<file path="src/rtl/uart_tx_arbiter.sv">
// Two-channel, frame-locked arbiter in front of a single UART byte transmitter.
// Define UART_ARB_RR_EN for round-robin unlocked arbitration (default: fixed ch0 > ch1).
module uart_tx_arbiter #(
    parameter int BSY_TO  = 255,
    parameter int GAP_CYC = 2
) (
    input  logic        clk,
    input  logic        rst,
    input  logic        req0_valid,
    input  logic [7:0]  req0_data,
    input  logic        req0_last,
    output logic        req0_ready,
    input  logic        req1_valid,
    input  logic [7:0]  req1_data,
    input  logic        req1_last,
    output logic        req1_ready,
    output logic        tx_start,
    output logic [7:0]  tx_data,
    input  logic        tx_bsy,
    output logic [1:0]  grant,
    output logic        busy,
    output logic        fault,
    output logic [15:0] frame_cnt
);

    typedef enum logic [2:0] {IDLE, LOAD, START, WAIT_HI, WAIT_LO, GAP} state_t;

    localparam logic [7:0] BSY_TO_C = 8'(BSY_TO);
    localparam logic [7:0] GAP_C    = 8'(GAP_CYC);

    state_t      state_q, state_d;
    logic        owner_q, owner_d;
    logic        lock_q, lock_d;
    logic        last_q, last_d;
    logic [7:0]  cnt_q, cnt_d;
    logic [1:0]  grant_q, grant_d;
    logic        busy_q, busy_d;
    logic        fault_q, fault_d;
    logic [15:0] frame_cnt_q, frame_cnt_d;
    logic        tx_start_q, tx_start_d;
    logic [7:0]  tx_data_q, tx_data_d;
    logic        ready0_q, ready0_d;
    logic        ready1_q, ready1_d;

    logic pick_valid, pick_ch, own_valid;
    logic load, load_ch, rel;

    assign pick_valid = req0_valid | req1_valid;
    assign own_valid  = owner_q ? req1_valid : req0_valid;

`ifdef UART_ARB_RR_EN
    logic pri_q, pri_d;
    // pri_q names the channel that wins a tie; it flips away from whoever just finished.
    assign pick_ch = (req0_valid && req1_valid) ? pri_q : req1_valid;
    assign pri_d   = rel ? ~owner_q : pri_q;
`else
    assign pick_ch = !req0_valid;
`endif

    always_comb begin
        state_d     = state_q;
        owner_d     = owner_q;
        lock_d      = lock_q;
        last_d      = last_q;
        cnt_d       = cnt_q;
        grant_d     = grant_q;
        fault_d     = fault_q;
        frame_cnt_d = frame_cnt_q;
        tx_data_d   = tx_data_q;
        tx_start_d  = 1'b0;
        ready0_d    = 1'b0;
        ready1_d    = 1'b0;
        load        = 1'b0;
        load_ch     = owner_q;
        rel         = 1'b0;
        case (state_q)
            IDLE: begin
                if (lock_q) begin
                    load = own_valid;
                end else if (pick_valid) begin
                    load    = 1'b1;
                    load_ch = pick_ch;
                    owner_d = pick_ch;
                    grant_d = pick_ch ? 2'b10 : 2'b01;
                end
            end
            LOAD: begin
                state_d    = START;
                tx_start_d = 1'b1;
            end
            START: begin
                state_d = WAIT_HI;
                cnt_d   = BSY_TO_C;
            end
            WAIT_HI: begin
                if (tx_bsy) begin
                    state_d = WAIT_LO;
                end else if (cnt_q <= 8'd1) begin
                    fault_d = 1'b1;
                    rel     = 1'b1;
                end else begin
                    cnt_d = cnt_q - 8'd1;
                end
            end
            WAIT_LO: begin
                if (!tx_bsy) begin
                    state_d = GAP;
                    cnt_d   = GAP_C;
                end
            end
            GAP: begin
                // A zero gap still spends one cycle here.
                if (cnt_q <= 8'd1) begin
                    state_d = IDLE;
                    if (last_q) begin
                        rel         = 1'b1;
                        frame_cnt_d = frame_cnt_q + 16'd1;
                    end else begin
                        lock_d = 1'b1;
                    end
                end else begin
                    cnt_d = cnt_q - 8'd1;
                end
            end
            default: state_d = IDLE;
        endcase
        // Capture on entry to LOAD so tx_data is already stable the cycle before tx_start.
        if (load) begin
            state_d   = LOAD;
            tx_data_d = load_ch ? req1_data : req0_data;
            last_d    = load_ch ? req1_last : req0_last;
            ready0_d  = !load_ch;
            ready1_d  = load_ch;
        end
        if (rel) begin
            state_d = IDLE;
            lock_d  = 1'b0;
            grant_d = 2'b00;
        end
        busy_d = (state_d != IDLE);
    end

    always_ff @(posedge clk or negedge rst) begin
        if (!rst) begin
            state_q     <= IDLE;
            owner_q     <= 1'b0;
            lock_q      <= 1'b0;
            last_q      <= 1'b0;
            cnt_q       <= 8'd0;
            grant_q     <= 2'b00;
            busy_q      <= 1'b0;
            fault_q     <= 1'b0;
            frame_cnt_q <= 16'd0;
            tx_start_q  <= 1'b0;
            tx_data_q   <= 8'd0;
            ready0_q    <= 1'b0;
            ready1_q    <= 1'b0;
`ifdef UART_ARB_RR_EN
            pri_q       <= 1'b0;
`endif
        end else begin
            state_q     <= state_d;
            owner_q     <= owner_d;
            lock_q      <= lock_d;
            last_q      <= last_d;
            cnt_q       <= cnt_d;
            grant_q     <= grant_d;
            busy_q      <= busy_d;
            fault_q     <= fault_d;
            frame_cnt_q <= frame_cnt_d;
            tx_start_q  <= tx_start_d;
            tx_data_q   <= tx_data_d;
            ready0_q    <= ready0_d;
            ready1_q    <= ready1_d;
`ifdef UART_ARB_RR_EN
            pri_q       <= pri_d;
`endif
        end
    end

    assign req0_ready = ready0_q;
    assign req1_ready = ready1_q;
    assign tx_start   = tx_start_q;
    assign tx_data    = tx_data_q;
    assign grant      = grant_q;
    assign busy       = busy_q;
    assign fault      = fault_q;
    assign frame_cnt  = frame_cnt_q;

endmodule

</file>
<file path="config.mk">
export PLATFORM = sky130hd
export DESIGN_NAME = uart_tx_arbiter
export DESIGN_NICKNAME = d
export VERILOG_FILES = /design/src/rtl/uart_tx_arbiter.sv
export SDC_FILE = /design/constraint.sdc
export NUM_CORES = 1
export LEC_CHECK = 0
export CAP_MARGIN = 25
export CORE_MARGIN = 2
export CORE_UTILIZATION = 54
export DETAILED_ROUTE_END_ITERATION = 8
export MAX_ROUTING_LAYER = met4
export PLACE_DENSITY = 0.91
export SETUP_SLACK_MARGIN = 0.1
export SYNTH_ARGS = -nofsm -noshare
export SYNTH_HDL_FRONTEND = slang
export SYNTH_SLANG_ARGS = --single-unit
</file>
<file path="constraint.sdc">
create_clock -name clk -period 2.8 [get_ports clk]
set_input_delay 0.84 -clock clk [delete_from_list [all_inputs] [get_ports clk]]
set_output_delay 0.84 -clock clk [all_outputs]
set_load 0.01 [all_outputs]
</file>
==> out/metrics.cfg, run 1 <==
[setup_path]
worst_setup_path_start_kind = flop
worstReg2RegEnd = frame_cnt[1]$_DFFE_PN0N_
cp_slowest_cell = clkdlybuf4s50_1
r2r-start = cnt_q[0]$_DFFE_PN0P_
rr_worst_depth = 6
reg2reg_slack_ns = 0.69
crit_path_max_fanout = 6
path_cells = clkdlybuf4s50_1
endpoint_kind = output port
critPathKind = flop to output port
crit_arrival_ns = 1.35
required_ns = 1.96
crit_family = buffers and inverters
cpPeakStageDelay_ns = 0.58
crit_buf_inv = 1

[clocking]
cts_setup_buffers = 0
path_clk_slew_ns = 0.09
clock_latency_ns = 0.31
cts_root_buffer = clkbuf_8
htreeDepth = 2
ctsHoldBuffers = 0
clock-sinks = 45
cts_buffers = 5
tritoncts = built
ctsResizeCount = 0
cts_buffer_depth = 2

[sta]
slew_violations = 0
skew_ns = 0.01184
rsz0062_at_grt = false
max_freq_mhz = 456.6
period_minus_slack_ns = 2.190
maxSlewHeadroom_pct = 52.99
finalSetupTns_ns = 0
setup_viol = 0
period_share_pct = 78.22
final_hold_viol_count = 0
worst_pin_slew_ns = 0.7052
fin_hold_ws_ns = 0.4598

[worst_hold_path]
hold_path.class = primary input to asynchronous set/reset pin

[global_routing]
grt_max_degree = 26
antenna_found_initial = 0
grt_pass1_wl_um = 9301
grt_pass1_vias = 1975
grt.total_usage_pct = 24.76
globalRoute.totalOverflow = 0

[synthesis]
synthFlopType = dfrtp_1
ys_ff_latch = 45
syn-instance-count = 227
ys_seq_area_share_pct = 48.28
synth_area_um2 = 2332
synth-edff-count = 0
yosys_warnings = 0
synth_cell_type_count = 53
async_flop_share_pct = 100.0
syn_nets = 253
syn_avg_cell_area_um2 = 10.27

[job]
max-cap-violations = 0

[floorplanning]
dieArea_um2 = 4861
die_width_um = 69.72
rows = 23
die_y_um = 69.72
io_pins = 54
core_um2 = 4086
initial_core_util_pct = 57.07

[route]
detailedRoute.firstIterationViolations = 120
drcViolationCount = 0
via_per_inst = 5.853
num_vias = 1955
wirelength_um = 5494
route.antenna.remaining_nets = 0
firstDrtPassIters = 4
routedWlPerCell_um = 16.45

[final_layout]
layout_commonest_cell = clkdlybuf4s50_1
drive_gt1_share_pct = 10.21
synthToLayoutAreaGrowth_pct = 29.77
post-route-util_pct = 74.07
design_area_um2 = 3027
final_nets = 309
most-common-layout-cells = clkdlybuf4s50_1 (52), dfrtp_1 (45), nor2_1 (25), a21oi_1 (21), xnor2_1 (13)
diodes = 0

[placement]
place_area_um2 = 2893
gp_congestion = 0.8252
hpwl_um = 3929
io_buffers = 53

[power]
powerDensity_nw_per_um2 = 931.1
ir_drop_mv = 0.6066
p_total_w = 0.002818
cellLeakagePower_nw = 1.303

[status]
status = finished, final reports clean

metal layers:
metal  GRT usage [%]  part of all wire, %  vias up
met3           3.779                  4.2       16
met4           9.829                  2.4        0
met2           43.27                   54       62
met5               -                    0        -
met1           28.67                   40      960
li1                -                    -      917
cells by family (layout without fill, tap and decap cells):
kind of cell / count (synthesis) / in the layout / synth area share [%]
adders and majority gates: 3 / 3 / 1.610
and+or+nand+nor: 88 / 88 / 22.10
xor gates and xnor gates: 15 / 15 / 5.633
buffers and inverters: 14 / 71 / 3.594
muxes: 10 / 10 / 4.346
DFF: 45 / 45 / 48.28
AOI/OAI and AO/OA: 52 / 52 / 14.43
flip-flops by register name, summed over array words and instances, names as in the netlist:
name        count
frame_cnt      16
cnt_q           8
tx_data         8
state_q         3
grant           2
busy            1
fault           1
last_q          1
lock_q          1
owner_q         1
req0_ready      1
req1_ready      1
tx_start        1
stage by stage:
step	setup WS, ns	instances
floorplan	0.9005	227
detailed placement	0.3980	326
global route	0.5514	334
finish	0.6099	334
global placement	0.4900	326
CTS	0.6068	334
Yosys cell counts, types with 2 or more instances:
cell type | instances | area share, %
dfrtp_1 | 45 | 48
nor2_1 | 25 | 4.0
a21oi_1 | 21 | 4.5
xnor2_1 | 13 | 4.9
nand2_1 | 12 | 1.9
mux2i_1 | 9 | 3.9
nand3_1 | 9 | 1.9
o21ai_0 | 8 | 1.7
and3_1 | 6 | 1.6
and2_1 | 5 | 1.3
inv_1 | 5 | 0.80
a22o_1 | 4 | 1.5
buf_2 | 4 | 0.86
nand4_1 | 4 | 1.1
and4_1 | 3 | 1.1
buf_6 | 3 | 1.4
ha_1 | 3 | 1.6
nand2b_1 | 3 | 0.80
nor3_1 | 3 | 0.64
o31ai_1 | 3 | 0.97
nand3b_1 | 2 | 0.64
nor2_2 | 2 | 0.54
o21a_1 | 2 | 0.64
o21ai_1 | 2 | 0.43
or3_1 | 2 | 0.54
xor2_1 | 2 | 0.75
power by group:
part	internal [W]	switching, W
clock network	0.000354	0.000227
registers	0.000840	0.000244
logic	0.000572	0.000581
worst max-delay path by stage:
stage | from | endpoint | depth (start not counted)
floorplan | cnt_q[0]$_DFFE_PN0P_ | frame_cnt[1]$_DFFE_PN0N_ | 8
global placement | tx_bsy | cnt_q[5]$_DFFE_PN0P_ | 6
detailed placement | tx_bsy | cnt_q[4]$_DFFE_PN0P_ | 6
CTS | frame_cnt[6]$_DFFE_PN0N_ | frame_cnt[6] | 1
global route | cnt_q[0]$_DFFE_PN0P_ | frame_cnt[1]$_DFFE_PN0N_ | 6
finish | frame_cnt[6]$_DFFE_PN0N_ | frame_cnt[6] | 1
area by class of cell:
type                            count  area, um^2
Clock buffer                        5       68.82
Clock inverter                      3       65.06
Fill cell                         287        1060
Inverter                            5       18.77
Multi-Input combinational cell    168        1122
Sequential cell                    45        1126
Tap cell                           50       62.56
Timing Repair Buffer               58       563.0
Note: power is estimated with default switching activity, not from simulation.
==> inputs of run 2 (changes only) <==
- CORE_UTILIZATION: 54 -> 45
- PLACE_DENSITY: 0.91 -> 0.82
- clock period: 2.8 -> 1.8 ns (I/O delays scaled with it)
==> run 2 against run 1 <==
Compared with the run above:
- the flow now finishes with violations (setup timing)
- clock-buffer cell count stayed put
- sequential cell count stayed put
- setup slack worse by 0.65 ns
- clock power up 11%
- register-to-register slack got worse by 0.73 ns
- utilization is 3.3 points lower
- final cell count rose by 18%
- final area rose by 18%
- power increased by 70%
- critical path depth grew 8
==> out/metrics.cfg, run 2 (synthesized netlist as in run 1, its figures left out) <==
[status]
status = finished with violations
violations = setup timing

[final_layout]
synthToLayoutAreaGrowth_pct = 52.90
diodes = 0  ; unchanged
design_area_um2 = 3566  ; +18%
drive_gt1_share_pct = 32.00  ; +22 points
largest_reg_flops = 16  ; unchanged
nFillCells = 361  ; +26%
final_nets = 350  ; +13%
most-common-layout-cells = dfrtp_1 (42), buf_4 (36), dlygate4sd2_1 (29), clkdlybuf4s50_1 (20), nor2_1 (19)
fin_cells = 395  ; +18%
layout_commonest_cell = dfrtp_1

[route]
num_vias = 2113  ; +8.1%
drcViolationCount = 0  ; unchanged
detailedRoute.firstIterationViolations = 126  ; +5.0%
routedWlPerCell_um = 16.03  ; -2.5%
firstDrtPassIters = 4  ; unchanged
wirelength_um = 6332  ; +15%
route.antenna.remaining_nets = 0  ; unchanged
via_per_inst = 5.349  ; -8.6%

[floorplanning]
die_width_um = 75.99  ; +9.0%
dieArea_um2 = 5774  ; +19%
core_um2 = 5042  ; +23%
die_y_um = 75.99  ; +9.0%
io_pins = 54  ; unchanged
initial_core_util_pct = 46.25  ; -11 points
rows = 26  ; +13%

[placement]
place_area_um2 = 3077  ; +6.4%
io_buffers = 53  ; unchanged
dp_cells = 360  ; +10%
gp_congestion = 0.8466  ; +2.6%
pre_cts_slack_ns = -0.2730  ; -0.6710 ns
hpwl_um = 3802  ; -3.2%

[sta]
final_hold_viol_count = 0  ; unchanged
setup_viol = 4  ; +4
max_freq_mhz = 543.2
rsz0062_at_grt = true
setup_slack_ns = -0.04096  ; -0.6509 ns
period_share_pct = 102.3
maxSlewHeadroom_pct = 78.80  ; +26 points
period_minus_slack_ns = 1.841
worst_pin_slew_ns = 0.3181  ; -0.3871 ns
skew_ns = 0.01187  ; +0.00002990 ns
slew_violations = 0  ; unchanged

[clocking]
path_clk_slew_ns = 0.09  ; about the same
cts_root_buffer = clkbuf_8
cts_buffers = 5  ; unchanged
ctsHoldBuffers = 0  ; unchanged
clock-sinks = 45  ; unchanged
tritoncts = built
clock_latency_ns = 0.31  ; about the same
htreeDepth = 2  ; unchanged
cts_buffer_depth = 2  ; unchanged

[global_routing]
grt.busiest_layer = met2
use_met2_pct = 35.18  ; -8.1 points
grt_max_degree = 46  ; +77%
grt_pass1_vias = 2115  ; +7.1%
use_met1_pct = 26.67  ; -2.0 points
use_met3_pct = 5.450  ; +1.7 points
grt_pass1_wl_um = 9811  ; +5.5%
grt.total_usage_pct = 21.75  ; -3.0 points
globalRoute.totalOverflow = 0  ; unchanged
antenna_found_initial = 0  ; unchanged

[setup_path]
worstReg2RegEnd = state_q[1]$_DFF_PN0_
reg2reg_slack_ns = -0.04  ; -0.73 ns
crit_path_max_fanout = 4  ; -2
worst_path_most_repeated_cell = buf_6
cp_slowest_cell = dfrtp_1
crit_arrival_ns = 2.05  ; +0.70 ns
path_cells = inv_2 -> ha_4 -> or2_4 -> buf_6 -> nand4_1 -> a21oi_2 -> buf_4 -> buf_6 -> nor4_2
worst_setup_path_start_kind = flop
cpPeakStageDelay_ns = 0.45  ; -0.13 ns
required_ns = 2.01  ; +0.05 ns
critPathKind = flop to flop
endpoint_kind = flop
r2r-start = cnt_q[0]$_DFFE_PN0P_
rr_worst_depth = 9  ; +3

[power]
powerDensity_nw_per_um2 = 1346  ; +45%
cellLeakagePower_nw = 1.654  ; +27%
clockPowerShare_pct = 13.5  ; -7.1 points
p_sw_w = 0.001928  ; +83%
sw_frac_of_total_pct = 40.15  ; +2.8 points
seqPwrFrac_pct = 33.9  ; -4.6 points
p_total_w = 0.004801  ; +70%
ir_drop_mv = 1.040  ; +71%
p_comb_share_pct = 52.7  ; +12 points
internal_power_w = 0.002873  ; +63%

[job]
max-cap-violations = 0  ; unchanged

[worst_hold_path]
hold_path.class = primary input to asynchronous set/reset pin

[run 2: worst max-delay path by stage]
stage / start / endpoint / slack (ns) / cells after the start
after floorplan: cnt_q[0]$_DFFE_PN0P_ / frame_cnt[1]$_DFFE_PN0N_ / 0.03 / 8
after global placement: tx_bsy / busy$_DFF_PN0_ / -0.21 / 6
after detailed placement: req0_valid / tx_data[5]$_DFFE_PN0P_ / -0.27 / 6
after CTS: frame_cnt[0]$_DFFE_PN0N_ / frame_cnt[0] / 0.03 / 1
after global routing: cnt_q[0]$_DFFE_PN0P_ / grant[1]$_DFFE_PN0P_ / -0.11 / 9
final: cnt_q[0]$_DFFE_PN0P_ / state_q[1]$_DFF_PN0_ / -0.04 / 9
[run 2: stage by stage]
step                      util, %  TNS (ns)  hold WS [ns]
after global routing        70.72   -0.6143        0.2096
final                       70.72   -0.1094        0.1952
after global placement      61.02    -3.307        0.4595
after floorplan                 -         0        0.2444
after CTS                   66.25         0        0.2012
after detailed placement    61.02    -4.375        0.4697
[run 2: final cells by class]
type	instances	area (um^2)	area share (%)
Multi-Input combinational cell	168	1339	37.54
Clock buffer	5	68.82	1.930
Timing Repair Buffer	99	897.1	25.16
Sequential cell	45	1130	31.68
Clock inverter	3	25.02	0.7018
Inverter	5	18.77	0.5263
Tap cell	70	87.58	2.456
[run 2: per-layer routing]
| metal | part of all wire [%] | vias to the layer above | routed length [um] |
|---|---|---|---|
| li1 | - | 1002 | - |
| met1 | 42 | 1030 | 2645 |
| met2 | 52 | 72 | 3288 |
| met3 | 4.7 | 9 | 296 |
| met4 | 1.6 | 0 | 101 |
| met5 | 0 | - | 0 |
[run 2: power groups by stage]
stage                     Combinational, W  Sequential [W]  Clock (W)
after global routing               0.00273         0.00167   0.000692
after CTS                          0.00218         0.00160   0.000655
after global placement             0.00202         0.00158          0
after floorplan                    0.00124         0.00161          0
final                              0.00253         0.00163   0.000646
after detailed placement           0.00207         0.00160          0
[run 2: what timing repair did]
| item | CTS | global route |
|---|---|---|
| pin swaps | 4 | 23 |
| cloned | 1 | 0 |
| resized for setup | 45 | 39 |
| setup endpoints to repair | 55 | 40 |
| buffers inserted | 17 | 11 |
[run 2: critical path: cells and delay by family (launching register included)]
| family | cells | cell delay (ns) |
|---|---|---|
| flops | 1 | 0.45 |
| buf+inv | 4 | 0.46 |
| simple gates | 3 | 0.57 |
| compound gates | 1 | 0.09 |
| fa+ha+maj | 1 | 0.18 |
